**config.mk**
```make
export PLATFORM = sky130hd
export DESIGN_NAME = fetch_queue
export DESIGN_NICKNAME = d
export VERILOG_FILES = /design/src/rtl/fetch_queue.sv
export SDC_FILE = /design/constraint.sdc
export NUM_CORES = 1
export LEC_CHECK = 0
export BUFFER_PORTS_ARGS = -buffer_cell sky130_fd_sc_hd__buf_2
export CAP_MARGIN = 0
export CORE_MARGIN = 2
export CORE_UTILIZATION = 56
export DETAILED_ROUTE_END_ITERATION = 7
export PLACE_DENSITY = 0.79
export SYNTH_ARGS = -nofsm -noshare
export SYNTH_HDL_FRONTEND = slang
export SYNTH_SLANG_ARGS = --single-unit
```
**constraint.sdc**
```tcl
create_clock -name CLK -period 3.02 [get_ports CLK]
set_input_delay 0.302 -clock CLK [delete_from_list [all_inputs] [get_ports CLK]]
set_output_delay 0.302 -clock CLK [all_outputs]
set_load 0.01 [all_outputs]
```
**src/rtl/fetch_queue.sv**
```systemverilog
// Instruction fetch queue: fetches sequentially from PC into a DEPTH-entry
// circular buffer of {pc, instr} and presents the head first-word-fall-through.
// Ports: CLK/nRST; cache side ihit/imemload/imemREN/imemaddr; control
//   redirect/redirect_addr/halt_in; consumer deq/valid/instr/instr_pc/npc;
//   status count/halted.
// Latency: a push on edge N is visible at the head on cycle N+1 if the queue was empty.
// Backpressure: no fetch request while the queue is full, halted or redirecting.
module fetch_queue #(
  parameter logic [31:0] PC_INIT = 32'h0000_0000,
  parameter int          DEPTH   = 4
) (
  input  logic                     CLK,
  input  logic                     nRST,
  input  logic                     ihit,
  input  logic [31:0]              imemload,
  output logic                     imemREN,
  output logic [31:0]              imemaddr,
  input  logic                     redirect,
  input  logic [31:0]              redirect_addr,
  input  logic                     halt_in,
  input  logic                     deq,
  output logic                     valid,
  output logic [31:0]              instr,
  output logic [31:0]              instr_pc,
  output logic [31:0]              npc,
  output logic [$clog2(DEPTH):0]   count,
  output logic                     halted
);

  localparam int AW = $clog2(DEPTH);
  localparam int CW = AW + 1;
  localparam logic [CW-1:0] FULL = CW'(DEPTH);

  typedef enum logic {RUN = 1'b0, HALT = 1'b1} state_t;

  state_t          state_q, state_d;
  logic [31:0]     pc_q, pc_d;
  logic [AW-1:0]   head_q, head_d;
  logic [AW-1:0]   tail_q, tail_d;
  logic [CW-1:0]   count_q, count_d;
  logic [63:0]     mem_q [DEPTH];

  logic push, pop;
  logic unused_addr_bits;

  // Word alignment drops the low address bits.
  assign unused_addr_bits = ^redirect_addr[1:0];

  // Request depends only on state, occupancy and redirect; deq never feeds it.
  assign imemREN = (state_q == RUN) && (count_q < FULL) && !redirect;
  assign push    = imemREN && ihit;
  assign pop     = deq && valid && !redirect;

  assign imemaddr = pc_q;
  assign valid    = (count_q != '0);
  assign count    = count_q;
  assign halted   = (state_q == HALT);
  assign instr    = valid ? mem_q[head_q][31:0]  : 32'h0;
  assign instr_pc = valid ? mem_q[head_q][63:32] : 32'h0;
  assign npc      = instr_pc + 32'd4;

  always_comb begin
    state_d = state_q;
    pc_d    = pc_q;
    head_d  = head_q;
    tail_d  = tail_q;
    count_d = count_q;
    if (redirect) begin
      // Flush: drop everything, including this cycle's hit/deq/halt_in.
      count_d = '0;
      head_d  = tail_q;
      pc_d    = {redirect_addr[31:2], 2'b00};
    end else begin
      if (push) begin
        tail_d = tail_q + AW'(1);
        pc_d   = pc_q + 32'd4;
      end
      if (pop) begin
        head_d = head_q + AW'(1);
      end
      case ({push, pop})
        2'b10:   count_d = count_q + CW'(1);
        2'b01:   count_d = count_q - CW'(1);
        default: count_d = count_q;
      endcase
      // The push in the same cycle still lands; requests stop from next cycle.
      if (state_q == RUN && halt_in) begin
        state_d = HALT;
      end
    end
  end

  always_ff @(posedge CLK or negedge nRST) begin
    if (!nRST) begin
      state_q <= RUN;
      pc_q    <= PC_INIT;
      head_q  <= '0;
      tail_q  <= '0;
      count_q <= '0;
    end else begin
      state_q <= state_d;
      pc_q    <= pc_d;
      head_q  <= head_d;
      tail_q  <= tail_d;
      count_q <= count_d;
    end
  end

  // Storage is not reset; outputs are masked while the queue is empty.
  always_ff @(posedge CLK) begin
    if (push) begin
      mem_q[tail_q] <= {pc_q, imemload};
    end
  end

endmodule

```
# == After elaboration in Yosys (flattened, before gate mapping) ==
# Memories as Yosys holds them, arrays and structs flattened.
# Index checks and enable logic that the tools add are counted.
# totals
word_cells,40
inputBits,70
output_inout_bits,134
ff_bits,40
mem_count,1
mem_bits_rw,256
# op_classes
addsub,6
magnitude_cmp,1
n_mux,10
n_eq_ne,2
n_bitwise,2
reduce_logical,13
# memory_table
memory,depth,word_bits,read_ports,rd_clocked_by_memory_dff,wr,line,text
mem_q,4,64,1,0,1,41,logic [63:0] mem_q [DEPTH];
# op_table
operator,n
$mux W32,4
$add A32 B3 Y32 const B,2
$logic_and A1 B1 Y1,6
$pmux W3 S2,1
$reduce_bool A3 Y1,2
$add A2 B1 Y2 const B,2
$mux W2,2
$reduce_and A2 Y1,2
$reduce_bool A2 Y1,2
$add A3 B1 Y3 const B,1
$lt A3 B3 Y1 const B,1
$mux W3,1
$sub A3 B1 Y3 const B,1
$eq A2 B1 Y1 const B,1
$eq A2 B2 Y1 const B,1
$mux W1,2
$not A1 Y1,2
$logic_not A1 Y1,1

# == Longest topological paths before layout ==
# Gate-level depths: netlist of run 1.
# depth
depth_word,7
ltp_mapped,13
ltp_nobuf,11

# == Worst setup path before layout of run 1 ==
# OpenSTA, ideal clock, no wires.
# synth_path
path_kind,register -> output
from,reg count_q[0] (netlist: count[0])
to,out npc[20]
slack_ns,-0.226
stages_incl_launch_ff,14
t_required_ns,2.718
t_arrival_ns,2.944
n_path_buf,2
cell_sequence,dfrtp_1 nor3_1 inv_1 clkbuf_1 clkbuf_1 nand2_1 inv_1 ha_1 nand2_1 o22ai_1 nand3b_1 nor3_2 nand4_1 xnor2_1
# synth_via
elab_chain_cells,3
# synth_rtl
item,line,text
from (decl),40,"logic [CW-1:0] count_q, count_d;"
from (signal assigned),105,count_q <= count_d;
$reduce_bool A3 Y1,55,assign valid = (count_q != '0);
named net valid,22,"output logic valid,"
$mux W32,59,assign instr_pc = valid ? mem_q[head_q][63:32] : 32'h0;
named net instr_pc[2],24,"output logic [31:0] instr_pc,"
$add A32 B3 Y32,60,assign npc = instr_pc + 32'd4;
to (decl),25,"output logic [31:0] npc,"
# The timed path passes the listed nets, and every way through them passes these cells.

# == Worst setup path in the final report of run 1 ==
# layout_path
from,reg head_q[0]
to,out npc[25]
# layout_via
elab_chain_cells,3
# layout_rtl
item,line,text
from (decl),38,"logic [AW-1:0] head_q, head_d;"
from (signal assigned),97,head_q <= '0;
from (signal assigned),103,head_q <= head_d;
$mem_v2 Z4 W64,n/a,
$mux W32,59,
$add A32 B3 Y32,60,
# Every way passes these cells.

==> results of run 1 <==
## routing by layer
metal	track usage (%)	up-vias	wire [um]
li1	-	3514	-
met1	33.9	3916	11700
met2	39.5	374	14000
met3	2.99	49	2000
met4	7.05	0	663
met5	0	-	0
## per-stage QoR
stage	total power [W]	TNS [ns]	instances
detailed placement	0.00874	0	1238
CTS	0.0127	-7.66	1356
finish	0.0129	-6.86	1363
floorplan	0.00724	0	773
global placement	0.00869	0	1238
global route	0.0134	-9.67	1363
## worst min path at each step
| stage | endpoint | slack (ns) |
|---|---|---|
| 6_report | imemaddr[17] | -0.004 |
| 5_1_grt | mem_q[1][27] | 0.006 |
| 4_1_cts | mem_q[1][27] | 0.0009 |
| 3_5_place_dp | imemaddr[24] | 0.46 |
| 3_3_place_gp | imemaddr[28] | 0.46 |
| 2_1_floorplan | count[0] | 0.006 |
## cell usage after synthesis, types with 5 or more instances
cell type | number | area [sq um]
and2_1 | 55 | 344
and3_1 | 12 | 75.1
buf_2 | 9 | 45.0
buf_4 | 9 | 67.6
clkbuf_1 | 18 | 67.6
dfrtp_1 | 38 | 951
edfxtp_1 | 248 | 7450
ha_1 | 6 | 75.1
inv_1 | 14 | 52.6
mux2i_1 | 6 | 60.1
mux4_1 | 5 | 131
mux4_2 | 57 | 1280
nand2_1 | 75 | 282
nand3_1 | 28 | 140
nand4_1 | 19 | 119
nor2_1 | 22 | 82.6
nor3_1 | 11 | 55.1
o211ai_1 | 9 | 67.6
o21ai_0 | 29 | 145
xnor2_1 | 37 | 324
xor2_1 | 18 | 158
## what timing repair did
item / CTS / global route
hold endpoints to repair: 175 / 0
hold buffers: 51 / 0
cloned: 1 / 0
pin swaps: 22 / 20
buffers inserted: 14 / 9
gates resized for setup: 27 / 24
endpoints found under the setup margin: 24 / 27
## placed cells by master (no fill, tap or decap), types with 12 or more instances in the layout
cell,netlist,routed
edfxtp_1,248,248
buf_2,9,194
nand2_1,75,70
mux4_2,57,59
and2_1,55,53
dlygate4sd3_1,0,51
dfrtp_1,38,36
xnor2_1,37,32
buf_4,9,32
clkbuf_16,0,31
o21ai_0,29,29
nand3_1,28,22
nor2_1,22,20
nand4_1,19,19
xor2_1,18,18
inv_1,14,12
## critical path, cell delays in order, from the launching register on
cell,delay [ns]
dfrtp_4,0.54
buf_12,0.16
clkinv_8,0.03
mux4_2,0.52
a2111o_1,0.39
buf_6,0.16
nor4_4,0.16
buf_6,0.18
buf_4,0.12
nand2_2,0.05
xnor2_1,0.13
buf_2,0.15
## kinds of logic after synthesis
group	count (synthesis)
AND/OR/NAND/NOR	242
flip-flops	286
buffers and inverters	56
AO/OA/AOI/OAI	49
multiplexers	72
XOR/XNOR	55
other	1
adder cells (fa/ha/maj)	7
## power groups by stage
stage | clock network (W) | logic (W) | registers, W
finish | 0.00373 | 0.00455 | 0.00457
global placement | 0 | 0.00405 | 0.00464
global route | 0.00393 | 0.00485 | 0.00459
detailed placement | 0 | 0.00409 | 0.00465
floorplan | 0 | 0.00265 | 0.00459
CTS | 0.00377 | 0.00438 | 0.00457
## registers in the layout (all words and copies together), names as in the netlist
register and cells:
tail_q 2, count 3, imemaddr 30, halted 1, mem_q 248, head_q 2
## final cells by class
cell class,instances,share of cell area (%)
Sequential cell,286,53.3
Tap cell,280,2.22
Clock inverter,15,1.12
Clock buffer,39,5.37
Timing Repair Buffer,296,12.9
Multi-Input combinational cell,431,24.6
Inverter,16,0.461
==> impl_metrics.tcl, run 1 <==
set metrics [dict create \
    rrSetupSlack_ns 0.34 \
    hold_path_startpoint "redirect_addr[17]" \
    r2r-end "imemaddr[30]" \
    endpoint_kind "primary output" \
    die_y_um 152 \
    drc 0 \
    nets 1137 \
    violations "negative hold slack, negative setup slack" \
    clkTransAtPathRegs_ns 0.06 \
    synth_cells 768 \
    fp.dieW_um 152 \
    place_area_sq_um 13800 \
    drive_above_1_share_pct 36.7 \
    cts.sinks 286 \
    drtAntennaViolNets 0 \
    endpoint "npc[25]" \
    synth-edff-count 248 \
    swShare_pct 31.5 \
    initial_core_util_pct 56.7 \
    synth_warnings 0 \
    synth-seq-area-share_pct 68.0 \
    synth_top_family_by_area "multiplexers" \
    critPathRequiredTime_ns 2.72 \
    seq_power_share_pct 35.6 \
    cts_buffers 29 \
    syn_area_per_cell_sq_um 16.1 \
    synthSimpleGateAreaFrac_pct 10.2 \
    diodes 0 \
    antenna_found_initial 1 \
    synth_xor_area_share_pct 3.90 \
    overflow 0 \
    relSlewSlack_pct 41.4 \
    crit_path_start_kind "flop" \
    fillers 1370 \
    holdWs_ns -0.00400 \
    p_int_w 0.00880 \
    synth_mux_area_share_pct 12.3 \
    power_frac_clock_pct 29.0 \
    worstMarginPinSlew_ns 0.879 \
    multi_input_area_sq_um 3870 \
    insertion_delay_ns 0.53 \
    htree_levels 1 \
    hold-path-cell-count 3 \
    peakVddDrop_uv 516 \
    yosys.area_share.adder_pct 0.770 \
    setup_viol 24 \
    fin_util_pct 72.4 \
    io_pins 204 \
    maxCapViolCount 0 \
    power.switching_w 0.00405 \
    grt_max_degree 63 \
    coreArea_sq_um 21800 \
    vias 7853 \
    async_reset_ff_share_pct 13.3 \
    synthToLayoutAreaGrowth_pct 27.7 \
    placementRows 54 \
    period_share_pct 113 \
    path_max_fanout 6 \
    cts_buffer_depth 3 \
    slew_viol_final 0 \
    hpwl_um 17600 \
    setup_slack_ns -0.407 \
    max_freq_ghz 0.292 \
    wl_per_cell_um 20.8 \
    p_leak_nw 5.97 \
    grt_usage_pct 23.8 \
    dieArea_sq_um 23200 \
    crit_start "head_q[0]" \
    powerDensity_nw_per_um2 816 \
    area.sequential_sq_um 8410 \
    io_buffer_count 195 \
    viasPerCell 5.76 \
    comb_power_share_pct 35.4 \
    pre_cts_slack_ns 0.0306 \
    hp-class "input port to flop" \
    synth_compound_area_share_pct 2.41 \
    synth_flop_cell "edfxtp_1" \
    synth_area_sq_um 12300 \
    grt_first_pass_wirelength_um 43200 \
    first_iter_violations 648 \
    design_area_sq_um 15800 \
    grt_pass1_vias 7748 \
    r2r_cells 6 \
    wl_um 28300 \
    dr.pass1.iters 5 \
    r2r_start "imemaddr[10]" \
    cts_tree "done" \
    hold_viol 1 \
    period_needed_ns 3.43 \
    fin_skew_ns 0.0156 \
    cts-root-buf "clkbuf_16" \
    arrival_ns 3.13 \
    ys_ff_latch 286 \
    ys_types 47 \
    path_class "flop to primary output" \
    gp_congestion 0.880 \
    status "finished, violations left" \
    rsz0062_at_grt "yes" \
]
Power figures use the tool's default switching activity.
==> inputs of run 2 (changes only) <==
==> constraint.sdc (replaced) <==
create_clock -name CLK -period 3.9 [get_ports CLK]
set_input_delay 0.39 -clock CLK [delete_from_list [all_inputs] [get_ports CLK]]
set_output_delay 0.39 -clock CLK [all_outputs]
set_load 0.01 [all_outputs]
==> run 2 against run 1 <==
Combinational power shrank 33%; first-iteration DRC count shrank 11%; non-clock buffer count shrank 85; sequential share of layout area rose by 4.2 points; hold slack better by 0.060 ns; the run now ends clean; power down 28%; sequential power shrank 22%; via count decreased by 5.6%; utilization decreased by 5.2 points; largest power group unchanged; die area is the same; highest routed layer unchanged; critical path depth is 1 lower.
==> impl_metrics.tcl, run 2 (synthesis gave the netlist of run 1 again) <==
set metrics [dict create \
    setup_viol 0 \
    hp-class "input port to flop" \
    io_buffer_count 195 \
    drc 0 \
    cts-root-buf "clkbuf_16" \
    powerDensity_nw_per_um2 634 \
    grt_pass1_vias 7427 \
    viasPerCell 5.81 \
    clkTransAtPathRegs_ns 0.06 \
    grt_first_pass_wirelength_um 41900 \
    largest_reg_flops 248 \
    dieArea_sq_um 23200 \
    period_needed_ns 3.72 \
    maxCapViolCount 0 \
    path_class "flop to primary output" \
    peakVddDrop_uv 339 \
    relSlewSlack_pct 40.2 \
    arrival_ns 3.33 \
    layout_commonest_cell "edfxtp_1" \
    cts.sinks 286 \
    max_freq_ghz 0.269 \
    mostFrequentLayoutCells "edfxtp_1, buf_2, nand2_1, mux4_2, and2_1" \
    first_iter_violations 577 \
    rsz0062_at_grt "no" \
    crit_path_start_kind "flop" \
    hold_viol 0 \
    drtAntennaViolNets 0 \
    placementRows 54 \
    status "completed" \
    die_y_um 152 \
    wl_um 26700 \
    fin_skew_ns 0.0116 \
    pre_cts_slack_ns 0.619 \
    endpoint_kind "primary output" \
    nets 1051 \
    insertion_delay_ns 0.54 \
    p_leak_nw 5.45 \
    cts_buffer_depth 3 \
    gp_congestion 0.908 \
    cts_buffers 28 \
    period_share_pct 95.3 \
    coreArea_sq_um 21800 \
    largest_register "mem_q" \
    dr.pass1.iters 5 \
    cts_tree "done" \
    slew_viol_final 0 \
    io_pins 204 \
    overflow 0 \
    vias 7415 \
    hpwl_um 17100 \
    antenna_found_initial 1 \
    fp.dieW_um 152 \
    wl_per_cell_um 20.9 \
    setup_slack_ns 0.182 \
    htree_levels 1 \
    path_max_fanout 18 \
    initial_core_util_pct 56.7 \
    grt_max_degree 62 \
    fillers 1476 \
    worstMarginPinSlew_ns 0.897 \
    design_area_sq_um 14600 \
    grt_usage_pct 23.2 \
    place_area_sq_um 13700 \
    drive_above_1_share_pct 33.1 \
    synthToLayoutAreaGrowth_pct 18.4 \
    setup_tns_ns 0 \
    critPathRequiredTime_ns 3.51 \
]
[run 2: area by class of cell]
type	count	area, sq um	share of cell area [%]
multi-input cells	431	3700	25.3
inverters	16	65.1	0.445
repair buffers	211	1170	8.03
diodes	1	2.50	0.0171
clock inverters	15	138	0.942
well taps	280	350	2.40
clock buffers	37	776	5.31
flip-flops and latches	286	8410	57.5
[run 2: final timing paths]
check / startpoint / endpoint / slack (ns) / cells past startpoint
hold reg to reg: halted / halted / 0.51 / 1
setup / recovery: head_q[1] / npc[16] / 0.18 / 10
hold / removal: redirect_addr[28] / imemaddr[28] / 0.06 / 3
setup reg to reg: count[2] / count[2] / 1.21 / 9
min in group asynchronous: nRST / imemaddr[24] / 0.51 / 2
max in group asynchronous: nRST / head_q[0] / 2.71 / 2
[run 2: per-stage QoR]
step                      util, %  power (W)  hold WS [ns]  cells
after floorplan                 -    0.00560        0.0944    773
after global placement       62.8    0.00664         0.495   1222
after detailed placement     62.8    0.00669         0.503   1222
after CTS                    67.0    0.00934        0.0372   1275
after global routing         67.2    0.00969        0.0521   1276
final                        67.2    0.00927        0.0556   1277
[run 2: power by group]
part	switching [W]	leakage [nW]	internal (W)
logic	0.00172	2.29	0.00136
clock network	0.00110	0.458	0.00154
registers	0.000153	2.69	0.00340
[run 2: per-layer routing]
layer	vias up	global-route usage, %	part of all wire (%)
li1	3346	-	-
met1	3691	32.1	40
met2	332	38.5	50
met3	46	4.07	8.0
met4	0	6.53	2.3
met5	-	0	0
[run 2: repair_timing]
item,CTS,global route
hold endpoints to repair,32,0
hold buffers,1,0
buffers inserted,0,1
setup endpoints to repair,0,14
resized for setup,0,3
[run 2: worst max-delay path, cell delays in order, from the launching register on]
cell,delay (ns)
dfrtp_4,0.60
mux4_2,0.32
and2_1,0.16
ha_1,0.21
nand2_1,0.07
o22ai_1,0.23
nand3b_1,0.19
buf_4,0.21
nor4_1,0.33
xor2_1,0.28
buf_2,0.18
==> inputs of run 3 (changes only) <==
--- a/config.mk
+++ b/config.mk
@@ -9,8 +9,10 @@
 export CAP_MARGIN = 0
 export CORE_MARGIN = 2
 export CORE_UTILIZATION = 56
+export CTS_CLUSTER_SIZE = 28
 export DETAILED_ROUTE_END_ITERATION = 7
 export PLACE_DENSITY = 0.79
+export RECOVER_POWER = 50
 export SYNTH_ARGS = -nofsm -noshare
 export SYNTH_HDL_FRONTEND = slang
 export SYNTH_SLANG_ARGS = --single-unit
==> run 3 against run 2 <==
The flow now finishes with violations (max-capacitance violations, max-slew violations); largest power group unchanged; global-route usage unchanged; non-clock buffer count unchanged; register-to-register slack worse by 0.09 ns; worst setup slack worse by 0.0048 ns; wire length down 0.13%; critical path type unchanged; clock skew up 0.0010 ns; first-iteration DRC count up 7.1%; design area down 0.62%; via count down 0.57%; clock-buffer cell count unchanged; hold slack worse by 0.0021 ns; highest routed layer unchanged; cell count unchanged.
==> impl_metrics.tcl, run 3 (synthesis gave the netlist of run 1 again) <==
set metrics [dict create \
    worstMarginPinSlew_ns 2.21 \
    insertion_delay_ns 0.54 \
    crit_path_start_kind "flop" \
    vias 7373 \
    synthToLayoutAreaGrowth_pct 17.7 \
    largest_reg_flops 248 \
    placementRows 54 \
    coreArea_sq_um 21800 \
    r2r_cells 9 \
    path_max_fanout 18 \
    grt_max_degree 62 \
    finalPower_w 0.00926 \
    cts_tree "done" \
    initial_core_util_pct 56.7 \
    dieArea_sq_um 23200 \
    nets 1051 \
    io_pins 204 \
    endpoint_kind "primary output" \
    p_leak_nw 5.25 \
    critPathRequiredTime_ns 3.51 \
    hp-class "input port to flop" \
    mostFrequentLayoutCells "edfxtp_1, buf_2, nand2_1, clkbuf_1, mux4_2" \
    fillers 1517 \
    rsz0062_at_grt "no" \
    die_y_um 152 \
    holdWs_ns 0.0536 \
    relSlewSlack_pct -47.6 \
    gp_congestion 0.908 \
    arrival_ns 3.33 \
    cts.sinks 286 \
    crit_family "simple AND/OR/NAND/NOR gates" \
    period_needed_ns 3.72 \
    drive_above_1_share_pct 26.1 \
    drc 0 \
    hold-path-cell-count 3 \
    period_share_pct 95.5 \
    hold_viol 0 \
    setup_tns_ns 0 \
    setup_viol 0 \
    layout_commonest_cell "edfxtp_1" \
    path_buf_inv 2 \
    fin_cells 1277 \
    first_iter_violations 618 \
    fin_skew_ns 0.0126 \
    largest_register "mem_q" \
    wl_um 26700 \
    slowest_delay_ns 0.60 \
    dr.pass1.iters 5 \
    status "finished, violations left" \
    io_buffer_count 195 \
    grt_pass1_vias 7427 \
    cp_slowest_cell "dfrtp_4" \
    overflow 0 \
    antenna_found_initial 1 \
    cts_buffer_depth 3 \
    fp.dieW_um 152 \
    worstPathCellList "mux4_2, and2_1, ha_1, nand2_1, o22ai_1, nand3b_1, buf_4, nor4b_2, xnor2_1, nor2_1, buf_2" \
    slew_viol_final 101 \
    peakVddDrop_uv 339 \
    cp.depth 11 \
    violations "max-capacitance violations, max-slew violations" \
    dpl.cell_count 1222 \
    path_class "flop to primary output" \
    max_freq_ghz 0.269 \
    drtAntennaViolNets 0 \
    maxCapViolCount 2 \
    htree_levels 1 \
    grt_usage_pct 23.2 \
    cts_buffers 28 \
    grt_first_pass_wirelength_um 41900 \
    viasPerCell 5.77 \
    hpwl_um 17100 \
    clkTransAtPathRegs_ns 0.07 \
    cts-root-buf "clkbuf_16" \
    powerDensity_nw_per_um2 637 \
    wl_per_cell_um 20.9 \
]
## run 3: changes by cell type in the layout (fill, tap and decap cells not counted), sizes merged
cell,before,now
buf,210,142
clkbuf,37,105
## run 3: power by group
| group | leakage, nW | switching (W) | internal (W) |
|---|---|---|---|
| registers | 2.69 | 0.000154 | 0.00340 |
| clock network | 0.458 | 0.00111 | 0.00154 |
| logic | 2.10 | 0.00172 | 0.00134 |
## run 3: worst paths after layout
path | startpoint | to | slack [ns]
hold / removal | redirect_addr[28] | imemaddr[28] | 0.05
min in group asynchronous | nRST | imemaddr[24] | 1.03
setup / recovery | head_q[1] | npc[14] | 0.18
hold reg to reg | halted | halted | 0.52
setup reg to reg | count[2] | count[2] | 1.12
max in group asynchronous | nRST | head_q[0] | 1.28
## run 3: worst reg2reg max path: stages (launching register included)
cell	delay, ns
dfrtp_1	0.45
nor3_1	0.40
inv_1	0.17
buf_4	0.26
nand2_1	0.26
nor3_1	0.11
fa_1	0.48
nor3_1	0.26
nor3_1	0.08
a211oi_1	0.20
## run 3: area by class of cell
cell class	count	area, sq um	area share [%]
diodes	1	2.50	0.0172
clock buffers	37	776	5.34
clock inverters	15	138	0.948
inverters	16	65.1	0.448
multi-input cells	431	3700	25.5
flip-flops and latches	286	8410	57.9
well taps	280	350	2.41
repair buffers	211	1090	7.48
## run 3: repair_timing
action	4_1_cts	5_1_grt
resized for setup	0	3
hold buffers	1	0
endpoints found under the hold margin	32	0
setup endpoints to repair	0	14
buffers inserted	0	1
## run 3: metrics by stage
step           setup slack [ns]  util [%]  cell area, sq um
6_report                  0.177      66.8             14500
5_1_grt                 0.00359      66.8             14500
4_1_cts                  0.0306      67.0             14600
3_5_place_dp              0.619      62.8             13700
3_3_place_gp              0.649      62.8             13700
2_1_floorplan             0.566         -             12400
## run 3: per-layer routing
| metal | share of wire (%) | GRT usage [%] |
|---|---|---|
| met4 | 2.2 | 6.53 |
| met1 | 41 | 32.1 |
| met3 | 7.5 | 4.07 |
| met2 | 49 | 38.5 |
| met5 | 0 | 0 |
